--- src/rtl/parking_pkg.sv ---
// Shared definitions for the parking-lot entrance: decoder state codes,
// stimulus-generator phase codes and entrance command codes.
package parking_pkg;

    typedef enum logic [2:0] {
        s0 = 3'd0,
        s1 = 3'd1,
        s2 = 3'd2,
        s3 = 3'd3,
        s4 = 3'd4,
        s5 = 3'd5,
        s6 = 3'd6
    } dec_state_t;

    typedef enum logic [2:0] {
        IDLE = 3'd0,
        PH1  = 3'd1,
        PH2  = 3'd2,
        PH3  = 3'd3,
        GAP  = 3'd4
    } gen_state_t;

    typedef enum logic [1:0] {
        CMD_CAR_IN  = 2'b00,
        CMD_CAR_OUT = 2'b01,
        CMD_PED_A   = 2'b10,
        CMD_PED_B   = 2'b11
    } cmd_t;

    function automatic logic is_car(cmd_t c);
        return (c == CMD_CAR_IN) || (c == CMD_CAR_OUT);
    endfunction

endpackage

--- src/rtl/parking_sensor_gen_phase_timer.sv ---
// Phase duration timer: reloads to HOLD_CYCLES-1 on load and flags expire
// on the last cycle of the phase.
module phase_timer #(
    parameter int HOLD_CYCLES = 4
) (
    input  logic CLK,
    input  logic reset,
    input  logic load,
    output logic expire
);

    localparam int CW = $clog2(HOLD_CYCLES + 1);

    logic [CW-1:0] count;

    always_ff @(posedge CLK) begin
        if (reset) begin
            count <= '0;
        end else if (load) begin
            count <= CW'(HOLD_CYCLES - 1);
        end else if (count != '0) begin
            count <= count - 1'b1;
        end
    end

    assign expire = (count == '0);

endmodule

--- src/rtl/parking_sensor_gen.sv ---
// Photo-sensor stimulus generator: turns car/pedestrian commands into the
// A/B beam waveforms and tracks a shadow occupancy count.
module parking_sensor_gen
    import parking_pkg::*;
#(
    parameter int HOLD_CYCLES = 4,
    parameter int CAPACITY    = 7
) (
    input  logic       CLK,
    input  logic       reset,
    input  logic       cmd_valid,
    input  logic [1:0] cmd,
    output logic       cmd_ready,
    output logic       A,
    output logic       B,
    output logic       done,
    output logic [3:0] ocupacao,
    output logic [2:0] estado
);

    gen_state_t state;
    gen_state_t state_next;
    cmd_t       cmd_q;
    cmd_t       cmd_eff;
    logic       accept;
    logic       load;
    logic       expire;
    logic       finish;
    logic [1:0] ab_next;

    function automatic logic [1:0] phase_ab(gen_state_t s, cmd_t c);
        logic [1:0] ab;
        ab = 2'b00;
        case (s)
            PH1:     ab = (c == CMD_CAR_IN || c == CMD_PED_A) ? 2'b10 : 2'b01;
            PH2:     ab = 2'b11;
            PH3:     ab = (c == CMD_CAR_IN) ? 2'b01 : 2'b10;
            default: ab = 2'b00;
        endcase
        return ab;
    endfunction

    function automatic logic [3:0] occ_update(logic [3:0] occ, cmd_t c);
        logic [3:0] res;
        res = occ;
        if (c == CMD_CAR_IN && occ < 4'(CAPACITY)) begin
            res = occ + 4'd1;
        end else if (c == CMD_CAR_OUT && occ != 4'd0) begin
            res = occ - 4'd1;
        end
        return res;
    endfunction

    phase_timer #(
        .HOLD_CYCLES(HOLD_CYCLES)
    ) u_timer (
        .CLK   (CLK),
        .reset (reset),
        .load  (load),
        .expire(expire)
    );

    assign cmd_ready = (state == IDLE);
    assign accept    = cmd_ready && cmd_valid;
    assign finish    = (state == GAP) && expire;
    // The phase being entered decodes against the command just accepted.
    assign cmd_eff   = accept ? cmd_t'(cmd) : cmd_q;
    assign ab_next   = phase_ab(state_next, cmd_eff);
    assign estado    = state;

    always_comb begin
        state_next = state;
        load       = 1'b0;
        case (state)
            IDLE: begin
                if (cmd_valid) begin
                    state_next = PH1;
                    load       = 1'b1;
                end
            end
            PH1: begin
                if (expire) begin
                    state_next = is_car(cmd_q) ? PH2 : GAP;
                    load       = 1'b1;
                end
            end
            PH2: begin
                if (expire) begin
                    state_next = PH3;
                    load       = 1'b1;
                end
            end
            PH3: begin
                if (expire) begin
                    state_next = GAP;
                    load       = 1'b1;
                end
            end
            GAP: begin
                if (expire) begin
                    state_next = IDLE;
                end
            end
            default: state_next = IDLE;
        endcase
    end

    always_ff @(posedge CLK) begin
        if (reset) begin
            state    <= IDLE;
            cmd_q    <= CMD_CAR_IN;
            A        <= 1'b0;
            B        <= 1'b0;
            done     <= 1'b0;
            ocupacao <= 4'd0;
        end else begin
            state    <= state_next;
            {A, B}   <= ab_next;
            done     <= finish;
            if (accept) begin
                cmd_q <= cmd_t'(cmd);
            end
            if (finish) begin
                ocupacao <= occ_update(ocupacao, cmd_q);
            end
        end
    end

endmodule

--- config.mk ---
export PLATFORM = sky130hd
export DESIGN_NAME = parking_sensor_gen
export DESIGN_NICKNAME = d
export VERILOG_FILES = /design/src/rtl/parking_pkg.sv /design/src/rtl/parking_sensor_gen_phase_timer.sv /design/src/rtl/parking_sensor_gen.sv
export SDC_FILE = /design/constraint.sdc
export NUM_CORES = 1
export LEC_CHECK = 0
export CORE_ASPECT_RATIO = 1.1
export CORE_UTILIZATION = 53
export DETAILED_ROUTE_END_ITERATION = 8
export HOLD_SLACK_MARGIN = 0.05
export PLACE_DENSITY = 0.81
export REMOVE_ABC_BUFFERS = 1
export SYNTH_ARGS = -nofsm -noshare
export SYNTH_HDL_FRONTEND = slang
export SYNTH_SLANG_ARGS = --single-unit
--- constraint.sdc ---
create_clock -name CLK -period 5.4 [get_ports CLK]
set_clock_uncertainty 0.2 [all_clocks]
set_input_delay 1.08 -clock CLK [delete_from_list [all_inputs] [get_ports CLK]]
set_output_delay 1.08 -clock CLK [all_outputs]
set_load 0.01 [all_outputs]
Yosys cells after proc, flatten, opt, wreduce, memory -nomap -nowiden --
Index checks and enable logic that the tools add are counted.
Storage, ports and cells: input port bits 5, output and inout bits 11, logic and storage cells 56, bits in registers 15
Cells by class: eq/ne operators 9, $lt $le $gt $ge 1, mux-type cells 18, reduce and logical (&&, ||, !) cells 17, add/subtract/negate cells 3
Operators with widths (count):
- 2-to-1 mux 3 bit | 6
- one-hot mux 3 bit (5 select lines) | 1
- == test 3 x 2 -> 1 bit (second input constant) | 4
- 2-to-1 mux 2 bit | 5
- 2-to-1 mux 4 bit | 2
- == test 3 x 1 -> 1 bit (second input constant) | 2
- logical NOT 3 bit | 2
- one-hot mux 2 bit (3 select lines) | 1
- adder 4 x 1 -> 4 bit (second input constant) | 1
- logical AND 1 bit | 4
- logical NOT 2 bit | 2
- less-than comparator 4 x 3 -> 1 bit (second input constant) | 1
- nonzero test 2 bit | 2
- nonzero test 4 bit | 1
- subtractor 4 x 1 -> 4 bit (second input constant) | 1
- == test 3 bit (second input constant) | 1
- nonzero test 3 bit | 1
- OR reduction 3 bit | 1
- subtractor 3 x 1 -> 3 bit (second input constant) | 1
- == test 2 x 1 -> 1 bit (second input constant) | 1
- == test 2 bit (second input constant) | 1
- logical OR 1 bit | 2
- 2-to-1 mux 1 bit | 2
- one-hot mux 1 bit (2 select lines) | 1
- 2 further kinds | 2

Logic depth before layout (Yosys ltp) --
depth after elaboration 7, mapped depth 7, mapped depth without buffers 7

Cells and area by module --
From an unflattened synthesis, not the netlist that was laid out.
Second synthesis, totals: cell total of the unflattened synthesis 95, area, all modules 889.6 um2
Modules (own cells, without submodules):
- parking_sensor_gen | area each 714.4 um2, cells each 77, instances 1, seq. area each 240.2 um2
- phase_timer | area each 175.2 um2, cells each 18, instances 1, seq. area each 60.1 um2

Least setup slack after synthesis --
Ideal clock, no wire load.
path type input to register, start input port cmd_valid, end register B, data required time 5112 ps, setup time 88 ps, stages 4, slack 3085 ps, arrival time 2027 ps, path buffers 0, cell sequence nor4b_4 mux2i_1 or3b_1 o32ai_2
On the way: longest elaborated chain between the ends 6, elaborated cells between the ends (all ways) 13, classes of those cells eq/ne (4); mux (6); reduce/logical (3)
Ends and longest elaborated chain:
- from (decl) | RTL line parking_sensor_gen.sv:11 | input logic cmd_valid,
- parallel branches: the longest is 5 deep, another holds one-hot mux 3 bit (5 select lines)
- one-hot mux 2 bit (3 select lines) (*) | RTL line parking_sensor_gen.sv:34 | case (s)
- to (signal assigned) | RTL line parking_sensor_gen.sv:118 | {A, B} <= ab_next;
- to (decl) | RTL line parking_sensor_gen.sv:15 | output logic B,
Every way passes the cells marked *. A chain may end at the register's enable or synchronous reset.

Worst setup path after layout --
start register state[2] (netlist: estado[2]), end output port estado[2]
RTL lines:
- from (decl) | RTL line parking_sensor_gen.sv:21 | gen_state_t state;
- from (signal assigned) | RTL line parking_sensor_gen.sv:117 | state <= state_next;
- to (decl) | RTL line parking_sensor_gen.sv:18 | output logic [2:0] estado
No word-level cell between the ends.

==> impl_table.tex <==
\begin{tabular}{lr}
\hline
Metric & Value \\
\hline
\multicolumn{2}{l}{\textbf{Run status}} \\
Status & finished, final reports clean \\
\multicolumn{2}{l}{\textbf{Setup path}} \\
FF-to-FF Start & ocupacao[1] \\
Largest incremental delay on the critical path & 0.64 ns \\
Count of cells along the worst register-to-register path & 7 \\
Startpoint types & flip-flop \\
Critical path capture point type & output port \\
Required time at the endpoint of the critical path & 4.12 ns \\
End of the worst register-to-register path & ocupacao[3] \\
Worst endpoint data arrival time & 1.55 ns \\
Kind of critical path & reg -> out \\
Cell at the slowest stage of the critical path & sky130\_fd\_sc\_hd\_\_dfxtp\_1 \\
R2r setup slk & 3.00 ns \\
Chain of cells forming the critical path & clkdlybuf4s50\_1 \\
CP Buf/Inv Count & 1 \\
Cell type group with the largest total delay on the critical path & flip-flops \\
Maximum fanout along the worst path & 13 \\
\multicolumn{2}{l}{\textbf{Pwr}} \\
PwrDens & 413 nW/um\^{}2 \\
Switching portion of total power & 37.9\% \\
Internal power of the cells & 0.265 mW \\
Share of power burned in the clock network & 15.5\% \\
Combinational cell fraction of total power & 46.8\% \\
Total Power Consumption & 0.427 mW \\
Switching power & 0.162 mW \\
Maximum VDD drop & 0.289 mV \\
Total leakage power & 0.417 nW \\
Seq pwr share & 37.7\% \\
\multicolumn{2}{l}{\textbf{Yosys}} \\
Synth area leader & sky130\_fd\_sc\_hd\_\_dfxtp\_1 \\
Average cell area after synthesis & 9.46 um\^{}2 \\
Cell area after synthesis & 861 um\^{}2 \\
Number of distinct library cells after synthesis & 39 \\
Share of async-settable or async-resettable flops after synthesis & 0\% \\
Number of enable flip-flop cells after synthesis & 0 \\
Cell count after synthesis & 91 \\
Number of storage elements in the synthesis netlist & 15 \\
Sequential-to-total area share from yosys stat & 34.9\% \\
Warnings from Yosys & 0 \\
Area share of the largest cell type after synthesis & 34.9\% \\
Most used flip-flop cell after synthesis & sky130\_fd\_sc\_hd\_\_dfxtp\_1 \\
Synth area leaders & sky130\_fd\_sc\_hd\_\_dfxtp\_1 (35\%), sky130\_fd\_sc\_hd\_\_ha\_1 (5.8\%), sky130\_fd\_sc\_hd\_\_mux2i\_1 (4.7\%) \\
\multicolumn{2}{l}{\textbf{Timing}} \\
Hold Violations, Final & 0 \\
Max-slew violation count & 0 \\
Setup total negative slack & 0 ns \\
Slew at the pin closest to its max-slew limit & 0.564 ns \\
Maximum frequency from static timing analysis & 353 MHz \\
Headroom to the max-slew limit & 62.0\% \\
Final Cycle Share & 52.5\% \\
Shortest period the worst path allows & 2.83 ns \\
Setup WS post-layout & 2.57 ns \\
Unrepaired setup endpoints after global routing & no \\
Setup violation total in the final timing report & 0 \\
\multicolumn{2}{l}{\textbf{Die}} \\
Standard cell core area & 1440 um\^{}2 \\
I/O pin count & 16 \\
Height of the die & 44.3 um \\
Starting utilization of the core area & 59.9\% \\
Die outline width & 40.4 um \\
Die ar. & 1790 um\^{}2 \\
Row count & 14 \\
\multicolumn{2}{l}{\textbf{Layout}} \\
Synth-to-layout area growth & 20.1\% \\
Fin area & 1030 um\^{}2 \\
Nets & 118 \\
Proportion of layout cells with a drive suffix above 1 & 9.35\% \\
Inserted Diodes & 0 \\
Leading cell types in the layout, fill and taps excluded & sky130\_fd\_sc\_hd\_\_dfxtp\_1 (15), sky130\_fd\_sc\_hd\_\_clkdlybuf4s50\_1 (15), sky130\_fd\_sc\_hd\_\_nor2\_1 (9) \\
\multicolumn{2}{l}{\textbf{Clocking}} \\
Insertion delay of the later-clocked pin in the worst-skew pair & 0.29 ns \\
CTS sink count & 15 \\
Buffer count from post-CTS setup fixing & 0 \\
Quantity of gates resized following cts & 0 \\
H-Tree Depth & 1 \\
Clock tree buffer depth & 2 \\
Clock slew seen by the registers of the worst setup and hold paths & 0.09 ns \\
TritonCTS clock tree & done \\
Root Driver & sky130\_fd\_sc\_hd\_\_clkbuf\_4 \\
Number of hold buffers added after CTS & 0 \\
Number of buffers added by the clock tree synthesis step & 3 \\
\multicolumn{2}{l}{\textbf{Global route}} \\
Via count of the first global-routing pass & 653 \\
Most used routing layer in global routing & met2 \\
Pin count of the biggest net entering global routing & 16 \\
Total global-route track usage & 22.3\% \\
Met1 track utilization from global routing & 28.8\% \\
Residual overflow from global routing & 0 \\
Met2 track demand over resource & 34.9\% \\
Global-route wire length before repair & 2700 um \\
Initial antenna violation count & 0 \\
Met3 global-route usage & 3.02\% \\
\multicolumn{2}{l}{\textbf{Place}} \\
Placement Cell Area & 1010 um\^{}2 \\
Number of buffer cells added on primary ports & 15 \\
Setup slack at placement & 2.47 ns \\
Detailed-placement wirelength estimate & 1220 um \\
Weighted congestion reported at the end of routability-driven placement & 0.831 \\
\multicolumn{2}{l}{\textbf{Flow run}} \\
Reported max-cap violation count & 0 \\
\multicolumn{2}{l}{\textbf{Routing}} \\
Via count & 731 \\
Initial DRC count & 19 \\
Number of iterations in the first detailed-routing pass & 4 \\
Routed Wire Length & 1680 um \\
DRC violation count after routing & 0 \\
Detailed-route vias per instance & 5.94 \\
Count of nets left with antenna violations after detail routing & 0 \\
Routed wire length per instance & 13.7 um \\
\multicolumn{2}{l}{\textbf{Min path}} \\
Worst min-delay path startpoint & u\_timer.count[1] \\
Type of the tightest min-delay check & reg -> reg \\
Count of cells along the worst hold path & 2 \\
Min-Delay Endpoint & u\_timer.count[1] \\
\hline
\end{tabular}
-- power groups by stage --
stage          combinational [mW]  clock, mW  sequential, mW
5_1_grt                     0.228     0.0714           0.166
4_1_cts                     0.201     0.0663           0.161
3_5_place_dp                0.199          0           0.164
3_3_place_gp                0.194          0           0.163
6_report                    0.200     0.0661           0.161
2_1_floorplan               0.133          0           0.164
-- worst max-delay path by stage --
stage          startpoint   endpoint  cells after the start
3_5_place_dp    cmd_valid          B                      5
5_1_grt         estado[2]  estado[2]                      1
6_report        estado[2]  estado[2]                      1
2_1_floorplan   cmd_valid          B                      4
3_3_place_gp    cmd_valid          B                      5
4_1_cts         estado[2]  estado[2]                      1
-- per-stage QoR --
step	hold WS [ns]	utilization (%)	instances
2_1_floorplan	0.314	-	88
3_3_place_gp	0.348	70.0	119
3_5_place_dp	0.346	70.0	119
4_1_cts	0.365	72.0	123
5_1_grt	0.392	72.0	123
6_report	0.369	72.0	123
-- cell type report --
class                           count  area, um^2
Multi-Input combinational cell     69         520
Fill cell                         121         403
Sequential cell                    15         300
Timing Repair Buffer               15         150
Clock buffer                        3        22.5
Tap cell                           16        20.0
Inverter                            4        15.0
Clock inverter                      1        5.00
-- per-layer routing --
metal	up-vias	wire length [um]
li1	367	-
met5	-	0
met4	0	35
met3	5	73
met1	339	782
met2	20	789
-- kinds of logic (layout without fill, tap and decap cells) --
kind of cell               after synthesis  count (layout)  share of synthesized area, %
xor gates and xnor gates                 4               4                          4.07
adders and majority gates                5               5                          8.14
AOI/OAI and AO/OA                       18              18                          15.8
DFF                                     15              15                          34.9
muxes                                    4               4                          4.65
buffers and inverters                    7              23                          4.65
and+or+nand+nor                         38              38                          27.8
-- state kept, by name, indices dropped and copies added, names as in the netlist --
register	count
ocupacao	4
estado	3
A	1
u_timer.count	3
cmd_q	2
done	1
B	1
-- cell usage after synthesis, drive strengths merged, types with 2 or more instances --
cell type and instances:
o21ai 3, nand2b 3, dfxtp 15, a21oi 5, or3 4, nand3b 2
nand3 4, nor2 9, ha 4, clkbuf 2, nor3 3, and3b 2
o32ai 2, mux2i 4, nand2 4, xnor2 3, inv 4
Note: power is estimated with default switching activity, not from simulation.
